### config.mk
export PLATFORM = sky130hd
export DESIGN_NAME = sync_fifo_param
export DESIGN_NICKNAME = d
export VERILOG_FILES = /design/src/rtl/fifo_pkg.sv /design/src/rtl/fifo_dp_ram.sv /design/src/rtl/sync_fifo_param.sv
export SDC_FILE = /design/constraint.sdc
export NUM_CORES = 1
export LEC_CHECK = 0
export ABC_CLOCK_PERIOD_IN_PS = 3500
export BUFFER_PORTS_ARGS = -buffer_cell sky130_fd_sc_hd__buf_2
export CORE_ASPECT_RATIO = 2
export CORE_MARGIN = 4
export CORE_UTILIZATION = 62
export CTS_CLUSTER_SIZE = 25
export DETAILED_ROUTE_END_ITERATION = 16
export HOLD_SLACK_MARGIN = 0.1
export PLACE_DENSITY_LB_ADDON = 0.2
export RECOVER_POWER = 100
export SYNTH_ARGS = -nofsm -noshare
export SYNTH_HDL_FRONTEND = slang
export SYNTH_SLANG_ARGS = --single-unit
### constraint.sdc
create_clock -name clk -period 3.5 [get_ports clk]
set_clock_uncertainty 0.05 [all_clocks]
set_input_delay 0.175 -clock clk [delete_from_list [all_inputs] [get_ports clk]]
set_output_delay 0.175 -clock clk [all_outputs]
set_load 0.05 [all_outputs]
### src/rtl/fifo_pkg.sv
// Shared sizing helpers and default thresholds for the parametrised FIFO.
package fifo_pkg;

    localparam int DEF_DEPTH     = 64;
    localparam int DEF_AE_LEVEL  = 4;
    localparam int DEF_AF_MARGIN = 4;

    function automatic int ptr_w(input int depth);
        return (depth > 1) ? $clog2(depth) : 1;
    endfunction

    // One extra bit so the count can represent DEPTH itself.
    function automatic int cnt_w(input int depth);
        return $clog2(depth) + 1;
    endfunction

    function automatic bit is_pow2(input int n);
        return (n > 0) && ((n & (n - 1)) == 0);
    endfunction

endpackage

### src/rtl/fifo_dp_ram.sv
// Simple dual-port storage: synchronous write, asynchronous read.
module fifo_dp_ram
    import fifo_pkg::*;
#(
    parameter int DATA_W = 8,
    parameter int DEPTH  = DEF_DEPTH,
    parameter int AW     = ptr_w(DEPTH)
) (
    input  logic              clk,
    input  logic              wr_en,
    input  logic [AW-1:0]     wr_addr,
    input  logic [DATA_W-1:0] wr_data,
    input  logic [AW-1:0]     rd_addr,
    output logic [DATA_W-1:0] rd_data
);

    logic [DATA_W-1:0] mem [DEPTH];

    always_ff @(posedge clk) begin
        if (wr_en) begin
            mem[wr_addr] <= wr_data;
        end
    end

    assign rd_data = mem[rd_addr];

endmodule

### src/rtl/sync_fifo_param.sv
// Single-clock FIFO with programmable thresholds, sticky error flags
// and optional first-word-fall-through read mode.
module sync_fifo_param
    import fifo_pkg::*;
#(
    parameter int DATA_W   = 8,
    parameter int DEPTH    = DEF_DEPTH,
    parameter int AF_LEVEL = DEPTH - DEF_AF_MARGIN,
    parameter int AE_LEVEL = DEF_AE_LEVEL,
    parameter int FWFT     = 0
) (
    input  logic                     clk,
    input  logic                     rst,
    input  logic                     wr_en,
    input  logic [DATA_W-1:0]        buf_in,
    input  logic                     rd_en,
    output logic [DATA_W-1:0]        buf_out,
    output logic                     buf_empty,
    output logic                     buf_full,
    output logic                     almost_full,
    output logic                     almost_empty,
    output logic [cnt_w(DEPTH)-1:0]  fifo_counter,
    output logic                     overflow,
    output logic                     underflow,
    input  logic                     clr_err
);

    localparam int AW = ptr_w(DEPTH);
    localparam int CW = cnt_w(DEPTH);

    localparam logic [CW-1:0] FULL_C = CW'(DEPTH);
    localparam logic [CW-1:0] AF_C   = CW'(AF_LEVEL);
    localparam logic [CW-1:0] AE_C   = CW'(AE_LEVEL);

    if (!is_pow2(DEPTH) || DEPTH < 4 || AE_LEVEL >= AF_LEVEL
        || AF_LEVEL > DEPTH) begin : g_bad_cfg
        $fatal(1, "sync_fifo_param: illegal DEPTH/threshold setting");
    end

    logic [AW-1:0]     wr_ptr;
    logic [AW-1:0]     rd_ptr;
    logic [CW-1:0]     count;
    logic [DATA_W-1:0] ram_q;
    logic [DATA_W-1:0] out_q;
    logic              wr_acc;
    logic              rd_acc;

    assign buf_empty    = (count == '0);
    assign buf_full     = (count == FULL_C);
    assign almost_full  = (count >= AF_C);
    assign almost_empty = (count <= AE_C);
    assign fifo_counter = count;

    assign wr_acc = wr_en && !buf_full;
    assign rd_acc = rd_en && !buf_empty;

    fifo_dp_ram #(
        .DATA_W (DATA_W),
        .DEPTH  (DEPTH),
        .AW     (AW)
    ) u_ram (
        .clk     (clk),
        .wr_en   (wr_acc),
        .wr_addr (wr_ptr),
        .wr_data (buf_in),
        .rd_addr (rd_ptr),
        .rd_data (ram_q)
    );

    always_ff @(posedge clk) begin
        if (rst) begin
            wr_ptr    <= '0;
            rd_ptr    <= '0;
            count     <= '0;
            out_q     <= '0;
            overflow  <= 1'b0;
            underflow <= 1'b0;
        end else begin
            if (wr_acc) begin
                wr_ptr <= wr_ptr + AW'(1);
            end
            // out_q is the read register in normal mode and the
            // last-popped hold value in fall-through mode.
            if (rd_acc) begin
                rd_ptr <= rd_ptr + AW'(1);
                out_q  <= ram_q;
            end
            unique case ({wr_acc, rd_acc})
                2'b10:   count <= count + CW'(1);
                2'b01:   count <= count - CW'(1);
                default: count <= count;
            endcase
            overflow  <= (overflow && !clr_err) || (wr_en && buf_full);
            underflow <= (underflow && !clr_err) || (rd_en && buf_empty);
        end
    end

    if (FWFT != 0) begin : g_fwft
        assign buf_out = buf_empty ? out_q : ram_q;
    end else begin : g_reg
        assign buf_out = out_q;
    end

endmodule

== Yosys cells after proc, flatten, opt, wreduce, memory -nomap -nowiden ==
Memories as Yosys holds them, arrays and structs flattened. A register that Yosys moved wholly into a read port is not among the register bits.
Index checks and enable logic that the tools add are counted.
Word-level totals
  register bits after elaboration: 21
  latch bits: 0
  bits in writable memories: 512
  ROM bits: 0
  bits of input ports: 13
  output and inout bits: 21
  word-level logic and storage cells: 31
  memories kept: 1
Cells by class
  $add $sub $neg: 4
  multiply operators: 0
  divide/modulo/power cells: 0
  $lt $le $gt $ge: 2
  equal/unequal tests: 3
  shift operators: 0
  mux-type cells: 3
  bitwise logic cells: 0
  reduce and logical (&&, ||, !) cells: 13
Memories
  u_ram.mem: depth 64, width 8, read ports 1, clocked after memory_dff 1, wr ports 1, line fifo_dp_ram.sv:17  | logic [DATA_W-1:0] mem [DEPTH];
Operators with widths (number)
  case mux 7 bit (2 select lines): 1
  adder 6 x 1 -> 6 bit (second input constant): 2
  adder 7 x 1 -> 7 bit (second input constant): 1
  equality test 7 bit (second input constant): 1
  >= comparator 7 x 6 -> 1 bit (second input constant): 1
  less-or-equal comparator 7 x 3 -> 1 bit (second input constant): 1
  zero test 7 bit: 1
  subtractor 7 x 1 -> 7 bit (second input constant): 1
  logical AND 1 bit: 6
  zero test 1 bit: 3
  equality test 2 x 1 -> 1 bit (second input constant): 1
  equality test 2 bit (second input constant): 1
  logical OR 1 bit: 2
  2-to-1 mux 1 bit: 2
  nonzero test 2 bit: 1

== Longest topological paths before layout ==
Gate-level depths: netlist of run 1.
  depth in word-level cells: 5
  mapped depth: 14

== Cells and area by module ==
A second synthesis of run 1 with hierarchy kept.
Unflattened totals
  cell total of the unflattened synthesis: 1097
  area, all modules: 21539.4 µm²
By module, submodules not included
  fifo_dp_ram: times used 1, cells an instance 932, area each 20006.7 µm², seq. area each 15374.7 µm²
  sync_fifo_param: times used 1, cells an instance 165, area each 1532.7 µm², seq. area each 580.6 µm²

== Least setup slack after synthesis of run 1 ==
No wires, ideal clock.
  path type: register -> register
  from: register count[0], in the netlist fifo_counter[0]
  to: register count[6], in the netlist fifo_counter[6]
  arrival time: 3.603 ns
  required time: 3.329 ns
  slack: -0.274 ns
  stages on the path, launching flop included: 14
  buffers on the path: 1
  path through: dfxtp_1 > nor4_1 > and3_1 > nor2b_1 > buf_2 > inv_1 > ha_1 > ha_1 > nor2b_1 > o21ai_0 > a21boi_0 > or4_1 > nand3_1 > mux2_2
On the way
  cells in the longest elaborated chain, start to end: 5
  elaborated cells between the ends (all ways): 12
RTL lines
  start, declared: line sync_fifo_param.sv:42  | logic [CW-1:0] count;
  start signal, assigned: line sync_fifo_param.sv:89  | 2'b10: count <= count + CW'(1);
  start signal, assigned: line sync_fifo_param.sv:90  | 2'b01: count <= count - CW'(1);
  start signal, assigned: line sync_fifo_param.sv:91  | default: count <= count;
  equality test 7 bit *: line sync_fifo_param.sv:49  | assign buf_full = (count == FULL_C);
  named net buf_full: line sync_fifo_param.sv:19  | output logic buf_full,
  zero test 1 bit *: line sync_fifo_param.sv:54  | assign wr_acc = wr_en && !buf_full;
  logical AND 1 bit *: line sync_fifo_param.sv:54
  equality test 2 x 1 -> 1 bit or equality test 2 bit (tied branches): line sync_fifo_param.sv:88  | unique case ({wr_acc, rd_acc})
  case mux 7 bit (2 select lines) or nonzero test 2 bit (tied branches)
Mark *: on every way through the listed nets, which the timed path passes. The rest lies on a longest branch.
A chain may end at the register's enable or synchronous reset.

==> metrics.md, run 1 <==
| Metric | Value |
|---|---|
| Yosys reg bits | `541` |
| Min Tclk post-route | `between 3 and 4 ns` |
| I/O pins | `34` |
| Post-CTS Resized | `0` |
| R2R Path Start | `rd_ptr[3]$_SDFFE_PP0P_` |
| Largest net degree at the start of global routing | `between 60 and 70` |
| Vias | `~11000` |
| WP data required | `3.93 ns` |
| Later-pin clock latency in the skew report | `0.55 ns` |
| Hold Path Class | `flip-flop to flip-flop` |
| Status | `complete, but fails checks` |
| Post-Place Worst Slack | `0.295 ns` |
| Initial antenna violation count | `0` |
| M1 GR Usage | `between 30% and 40%` |
| Vias in the first global route | `11400` |
| Setup TNS | `0 ns` |
| GRT overflow | `0` |
| Power Internal | `11.1 mW` |
| Yosys warns | `0` |
| Post-DP HPWL | `30000 um` |
| Max_cap viols | `10` |
| Clock slew at reported path FFs | `0.07 ns` |
| CP Launch Type | `flip-flop` |
| CTS sink cnt | `541` |
| Combinational share of power | `18.7%` |
| Core Util, Final | `between 60 and 70%` |
| Crit path largest cell delay | `between 0.7 and 0.8 ns` |
| R2r endpoint | `buf_out[1]$_SDFFE_PP0P_` |
| Avg Cell Area, Syn | `18.8 um^2` |
| Upper clock frequency limit | `roughly 0.29 GHz` |
| Setup slack, reg-to-reg | `0.11 ns` |
| Clock network power share | `32.3%` |
| Pwr dens | `639 nW/um^2` |
| Final worst path period share | `97.0%` |
| Die Width | `139 um` |
| Post-synthesis net count | `1163` |
| Root Buffer | `clkbuf_16` |
| Leakage power | `approximately 7.3 nW` |
| Antenna Nets Post-Route | `0` |
| Die height | `271 um` |
| Hold path start | `buf_out[2]$_SDFFE_PP0P_` |
| Sequential Power Share | `a little under 50%` |
| Layout cells sized above 1 | `~17%` |
| Top cell type's share of synthesized area | `71.9%` |
| Die ar. | `37700 um^2` |
| Psw | `4.03 mW` |
| CP arrival | `between 3 and 4 ns` |
| Gr usage total | `25.1%` |
| Worst Setup SP | `rd_ptr[3]$_SDFFE_PP0P_` |
| Seq/Total Area, Yosys | `74.6%` |
| Port bufs | `33` |
| Detail-routed via count per cell | `6.43` |
| RePlAce Congestion | `0.872` |
| Crit Path Max Fanout | `23` |
| Hold EP | `buf_out[2]$_SDFFE_PP0P_` |
| Final hold violations | `0` |
| Slew @ Worst Pin | `just over 3 ns` |
| Sw Share | `26.7%` |
| Max-slew violation count | `477` |
| Final worst slack | `around 0.11 ns` |
| Setup Crit Path Kind | `flip-flop to flip-flop` |
| GRT met2 Usage | `a little under half` |
| Final setup violating endpoints | `0` |
| Worst slew margin | `-103%` |
| Post-Synthesis Cell Area | `21400 um^2` |
| H-tree levels | `2` |
| Crit path max-delay cell type | `dfxtp_1` |
| CP cell instances | `buf_4 -> nor2b_1 -> clkbuf_2 -> a21oi_1 -> o21ai_0 -> nand3_1 -> nand2_1` |
| RSZ-0062 raised after global routing | `false` |
| CTS tree | `done` |
| Synth cell types | `52` |
| Core Area | `between 30000 and 40000 um^2` |
| Failing checks | `max-capacitance violations, max-slew violations` |
| Worst reg-to-reg path cell count | `7` |
| Largest cells by area after synthesis | `edfxtp_1, mux4_2, mux2i_1` |
| Post-synth EDFFs | `512` |
| Cell Rows | `96` |
| Layout area overhead | `10.5%` |
| DRC violations left | `0` |
| Cts bufs inserted | `43` |
| Postcts setup bufs | `0` |
| Synth async-reset ratio | `0%` |
| Synth area leader | `edfxtp_1` |
| # diodes | `0` |
| Post-Route WL | `46800 um` |
| TritonRoute pass-1 iters | `5` |
| Met3 Use GR | `~2.8%` |
| Top_reg_cell synth | `edfxtp_1` |
| Initial core utilization | `62.5%` |
| Nets | `~1300` |
| Max VDD drop | `0.668 mV` |
| First-pass GRT wire length | `between 70000 and 80000 um` |
| Average wire per standard cell | `between 20 and 30 um` |
| DRT iter0 DRCs | `1023` |
| Worst hold path cell count | `2` |
| Gr busiest metal | `met2` |
| Gate Count Post-Synth | `1141` |
| CTS max path bufs | `3` |
| Worst setup EP type | `flip-flop` |
Yosys cell counts, drive strengths merged (4+ instances only):
cell type and instances:
mux2i 72, mux2 25, dfxtp 29, a211oi 5, clkbuf 32, nand4 5
mux4 89, a21oi 41, buf 36, a22o 7, a22oi 15, o21bai 8
o31ai 5, nor2b 11, o311ai 4, edfxtp 512, nand3b 5, nor2 92
o21ai 19, nand2 24, o22ai 19, o221ai 12, xor2 8, nand3 14
ha 8, a2111oi 7, inv 6
routing by layer:
layer / vias to the layer above / part of all wire [%]
li1: 4812 / -
met1: 5661 / 35
met2: 429 / 55
met3: 128 / 5.0
met4: 0 / 5.4
met5: - / 0
power by group through the flow:
| stage | clock network [mW] | logic (mW) | registers [mW] |
|---|---|---|---|
| final | 4.89 | 2.82 | 7.40 |
| after global routing | 5.23 | 3.01 | 7.42 |
| after CTS | 4.97 | 2.91 | 7.39 |
| after detailed placement | 0 | 2.87 | 7.54 |
| after global placement | 0 | 2.84 | 7.53 |
| after floorplan | 0 | 1.92 | 7.68 |
what timing repair did:
| action | CTS | global route |
|---|---|---|
| endpoints found under the hold margin | 19 | 0 |
| hold buffers | 7 | 0 |
| setup endpoints to repair | 0 | 0 |
layout by cell type, fill, tap and decap left out, drive strengths merged, types with 24 or more instances in the layout:
| master | synthesis | layout |
|---|---|---|
| nand2 | 24 | 24 |
| mux2i | 72 | 72 |
| mux4 | 89 | 89 |
| mux2 | 25 | 25 |
| clkbuf | 32 | 142 |
| dfxtp | 29 | 29 |
| a21oi | 41 | 41 |
| edfxtp | 512 | 512 |
| nor2 | 92 | 92 |
| buf | 36 | 32 |
state kept, by name, summed over array words and instances (netlist names):
| name | flops |
|---|---|
| wr_ptr | 6 |
| underflow | 1 |
| fifo_counter | 7 |
| overflow | 1 |
| u_ram.mem | 512 |
| rd_ptr | 6 |
| buf_out | 8 |
final cells by class:
cell class / count / area [um^2]
Fill cell: 2217 / 10600
Sequential cell: 541 / 16000
Timing Repair Buffer: 122 / 663
Tap cell: 441 / 552
Clock buffer: 59 / 1220
Multi-Input combinational cell: 526 / 5010
Inverter: 6 / 22.5
Clock inverter: 20 / 196
through the flow:
| step | hold slack, ns | area (um^2) | power (mW) | std cells |
|---|---|---|---|---|
| after detailed placement | 0.389 | 22400 | 10.4 | 1629 |
| after global placement | 0.379 | 22400 | 10.4 | 1629 |
| final | 0.440 | 23600 | 15.1 | 1715 |
| after global routing | 0.454 | 23600 | 15.7 | 1715 |
| after floorplan | 0.224 | 21400 | 9.61 | 1141 |
| after CTS | 0.143 | 23900 | 15.3 | 1715 |
worst max-delay path, delay by kind of cell (launching register included):
kind                   cells  cell delay (ns)
AOI/OAI and AO/OA          2             0.44
buffers and inverters      2             0.94
and+or+nand+nor            3             1.08
DFF                        1             0.78
worst max-delay path by stage:
stage               slack (ns)  depth (start not counted)                           end
finish                    0.11                          7       buf_out[1]$_SDFFE_PP0P_
global route              0.07                         14  fifo_counter[6]$_SDFFE_PP0P_
CTS                       0.29                         12  fifo_counter[6]$_SDFFE_PP0P_
detailed placement        0.30                         12  fifo_counter[6]$_SDFFE_PP0P_
global placement          0.32                         12  fifo_counter[6]$_SDFFE_PP0P_
floorplan                0.001                         12  fifo_counter[6]$_SDFFE_PP0P_
kinds of logic (layout without fill, tap and decap cells):
family / Yosys count / count (layout) / synth area share, %
xor gates and xnor gates: 11 / 11 / 0.450
buffers and inverters: 74 / 207 / 1.97
adders and majority gates: 9 / 9 / 0.561
and+or+nand+nor: 171 / 171 / 3.68
muxes: 186 / 186 / 14.1
AOI/OAI and AO/OA: 149 / 149 / 4.66
DFF: 541 / 541 / 74.6
(Power assumes the default switching activity.)
==> run 2: changes to the inputs <==
--- a/config.mk
+++ b/config.mk
@@ -5,7 +5,6 @@
 export SDC_FILE = /design/constraint.sdc
 export NUM_CORES = 1
 export LEC_CHECK = 0
-export ABC_CLOCK_PERIOD_IN_PS = 3500
 export BUFFER_PORTS_ARGS = -buffer_cell sky130_fd_sc_hd__buf_2
 export CORE_ASPECT_RATIO = 2
 export CORE_MARGIN = 4
@@ -13,7 +12,7 @@
 export CTS_CLUSTER_SIZE = 25
 export DETAILED_ROUTE_END_ITERATION = 16
 export HOLD_SLACK_MARGIN = 0.1
-export PLACE_DENSITY_LB_ADDON = 0.2
+export PLACE_DENSITY = 0.9
 export RECOVER_POWER = 100
 export SYNTH_ARGS = -nofsm -noshare
 export SYNTH_HDL_FRONTEND = slang
==> metrics.md, run 2 (synthesized netlist as in run 1, its figures left out) <==
| Metric | Value |
|---|---|
| Initial antenna violation count | `0 (unchanged)` |
| Setup TNS | `0 ns (unchanged)` |
| Pwr dens | `638 nW/um^2 (was 639 nW/um^2)` |
| Final hold violations | `0 (unchanged)` |
| Post-Route WL | `49600 um (was 46800 um)` |
| Layout area overhead | `10.5% (about the same)` |
| RePlAce Congestion | `0.843 (was 0.872)` |
| Die ar. | `37700 um^2 (unchanged)` |
| Placed cells | `1605 (was 1629)` |
| Non-Filler Instances | `1687 (was 1715)` |
| Hold path start | `buf_out[2]$_SDFFE_PP0P_ (unchanged)` |
| Gr usage total | `26.6% (was 25.1%)` |
| Max_cap viols | `8 (was 10)` |
| Cell Rows | `96 (unchanged)` |
| Leakage power | `7.36 nW (was 7.29 nW)` |
| DRT iter0 DRCs | `1521 (was 1023)` |
| Commonest non-fill, non-tap cell in the layout | `edfxtp_1 (unchanged)` |
| Later-pin clock latency in the skew report | `0.56 ns (was 0.55 ns)` |
| WP data required | `3.89 ns (was 3.93 ns)` |
| Root Buffer | `clkbuf_16 (unchanged)` |
| Detail-routed via count per cell | `6.83 (was 6.43)` |
| Min Tclk post-route | `3.31 ns (was 3.39 ns)` |
| Die height | `271 um (unchanged)` |
| Largest net degree at the start of global routing | `65 (unchanged)` |
| Final worst path period share | `94.6% (was 97.0%)` |
| Average wire per standard cell | `29.4 um (was 27.3 um)` |
| Hold Path Class | `flip-flop to flip-flop (unchanged)` |
| Layout cells sized above 1 | `20.3% (was 17.2%)` |
| Most flop-heavy register | `u_ram.mem (unchanged)` |
| DRC violations left | `0 (unchanged)` |
| Clock slew at reported path FFs | `0.07 ns (about the same)` |
| Vias in the first global route | `12000 (was 11400)` |
| Failing checks | `max-capacitance violations, max-slew violations (unchanged)` |
| Setup slack, reg-to-reg | `0.19 ns (was 0.11 ns)` |
| Postcts setup bufs | `0 (unchanged)` |
| Post-DP HPWL | `30300 um (was 30000 um)` |
| I/O pins | `34 (unchanged)` |
| CTS tree | `done (unchanged)` |
| Worst reg-to-reg path cell count | `12 (was 7)` |
| Worst hold path cell count | `2 (unchanged)` |
| R2R Path Start | `fifo_counter[0]$_SDFFE_PP0P_ (was rd_ptr[3]$_SDFFE_PP0P_)` |
| Max-slew violation count | `476 (was 477)` |
| H-tree levels | `2 (unchanged)` |
| Area after DPL | `22200 um^2 (was 22400 um^2)` |
| First-pass GRT wire length | `75400 um (was 71000 um)` |
| Crit path max-delay cell type | `or4_1 (was dfxtp_1)` |
| Final setup violating endpoints | `0 (unchanged)` |
| Final Cell Area | `23600 um^2 (about the same)` |
| R2r endpoint | `fifo_counter[6]$_SDFFE_PP0P_ (was buf_out[1]$_SDFFE_PP0P_)` |
| CP cell instances | `nor4_2 -> and3_4 -> nor2b_1 -> inv_1 -> ha_4 -> ha_1 -> nor2b_1 -> o21ai_0 -> a21boi_0 -> or4_1 -> nand3_1 -> mux2_2 (was buf_4 -> nor2b_1 -> clkbuf_2 -> a21oi_1 -> o21ai_0 -> nand3_1 -> nand2_1)` |
| Worst setup EP type | `flip-flop (unchanged)` |
| Vias | `11500 (was 11000)` |
| Filler cells | `1968 (was 2217)` |
| Hold EP | `buf_out[2]$_SDFFE_PP0P_ (unchanged)` |
| Max VDD drop | `0.779 mV (was 0.668 mV)` |
| Worst path most repeated cell | `nor2b_1` |
| Setup Crit Path Kind | `flip-flop to flip-flop (unchanged)` |
| GRT overflow | `0 (unchanged)` |
| Antenna Nets Post-Route | `0 (unchanged)` |
| Status | `complete, but fails checks (unchanged)` |
| Core Area | `34200 um^2 (unchanged)` |
| Commonest cells after routing, fill and taps aside | `edfxtp_1, nor2_1, mux4_2 (was edfxtp_1, nor2_1, clkbuf_1)` |
| Slew @ Worst Pin | `3.09 ns (was 3.05 ns)` |
| Die Width | `139 um (unchanged)` |
| Cts bufs inserted | `42 (was 43)` |
| Crit path largest cell delay | `0.49 ns (was 0.78 ns)` |
| Worst slew margin | `-106% (was -103%)` |
| Nets | `1238 (was 1262)` |
| CP arrival | `3.70 ns (was 3.82 ns)` |
| TritonRoute pass-1 iters | `5 (unchanged)` |
| RSZ-0062 raised after global routing | `false (unchanged)` |
| CP Launch Type | `flip-flop (unchanged)` |
| Max reg flops | `512 (unchanged)` |
| Crit Path Max Fanout | `8 (was 23)` |
| Upper clock frequency limit | `0.302 GHz (was 0.295 GHz)` |
| Initial core utilization | `62.5% (unchanged)` |
| CTS max path bufs | `3 (unchanged)` |
| # diodes | `0 (unchanged)` |
| CTS sink cnt | `541 (unchanged)` |
| Port bufs | `33 (unchanged)` |
## run 2: cell count changes in the layout (fill, tap and decap cells not counted), sizes merged
| cell | previous run | this run |
|---|---|---|
| clkbuf | 142 | 76 |
| clkinvlp | 1 | 3 |
| buf | 32 | 64 |
| clkinv | 15 | 18 |
| dlygate4sd3 | 7 | 8 |
## run 2: per-stage QoR
stage / total power, mW / hold slack, ns / setup WS [ns] / utilization, %
after floorplan: 9.61 / 0.224 / 0.00130 / -
after global placement: 10.2 / 0.386 / 0.197 / 64.9
after detailed placement: 10.3 / 0.395 / 0.0686 / 64.9
after CTS: 15.1 / 0.304 / 0.0704 / 69.1
after global routing: 15.6 / 0.481 / 0.0222 / 69.0
final: 15.1 / 0.446 / 0.189 / 69.0
## run 2: how the worst max path moves through the flow
stage	startpoint	endpoint	depth (start not counted)
after floorplan	fifo_counter[5]$_SDFFE_PP0P_	fifo_counter[6]$_SDFFE_PP0P_	12
after global placement	fifo_counter[0]$_SDFFE_PP0P_	fifo_counter[6]$_SDFFE_PP0P_	12
after detailed placement	fifo_counter[0]$_SDFFE_PP0P_	fifo_counter[6]$_SDFFE_PP0P_	12
after CTS	fifo_counter[0]$_SDFFE_PP0P_	fifo_counter[6]$_SDFFE_PP0P_	12
after global routing	fifo_counter[0]$_SDFFE_PP0P_	fifo_counter[6]$_SDFFE_PP0P_	12
final	fifo_counter[0]$_SDFFE_PP0P_	fifo_counter[6]$_SDFFE_PP0P_	12
## run 2: what timing repair did
item | in CTS | in global routing
hold endpoints to repair | 34 | 0
resized for setup | 0 | 3
hold buffers | 8 | 0
setup endpoints to repair | 0 | 1
## run 2: final cells by class
| cell class | count | area, um^2 | share of cell area [%] |
|---|---|---|---|
| clock buffer | 49 | 1140 | 4.83 |
| clock inverter | 25 | 220 | 0.932 |
| inverter | 6 | 22.5 | 0.0953 |
| multi-input combinational | 526 | 5050 | 21.4 |
| sequential | 541 | 16000 | 67.6 |
| tap | 441 | 552 | 2.33 |
| timing repair buffer | 99 | 679 | 2.87 |
## run 2: metal layers
layer	GRT usage, %	wire, um
met5	0	0
met4	15.8	3830
met3	3.98	3870
met2	46.3	26300
met1	31.2	15600
## run 2: critical path: cells and delay by family (launching register included)
kind,cells,cell delay [ns]
AND/OR/NAND/NOR,6,1.43
adder cells (fa/ha/maj),2,0.47
multiplexers,1,0.33
flip-flops,1,0.35
buffers and inverters,1,0.15
AO/OA/AOI/OAI,2,0.41
## run 2: power breakdown
group,leakage (nW),internal (mW),switching [mW]
clock,0.663,2.63,2.16
combinational,1.85,1.16,1.73
sequential,4.85,7.23,0.190
total,7.36,11.0,4.07
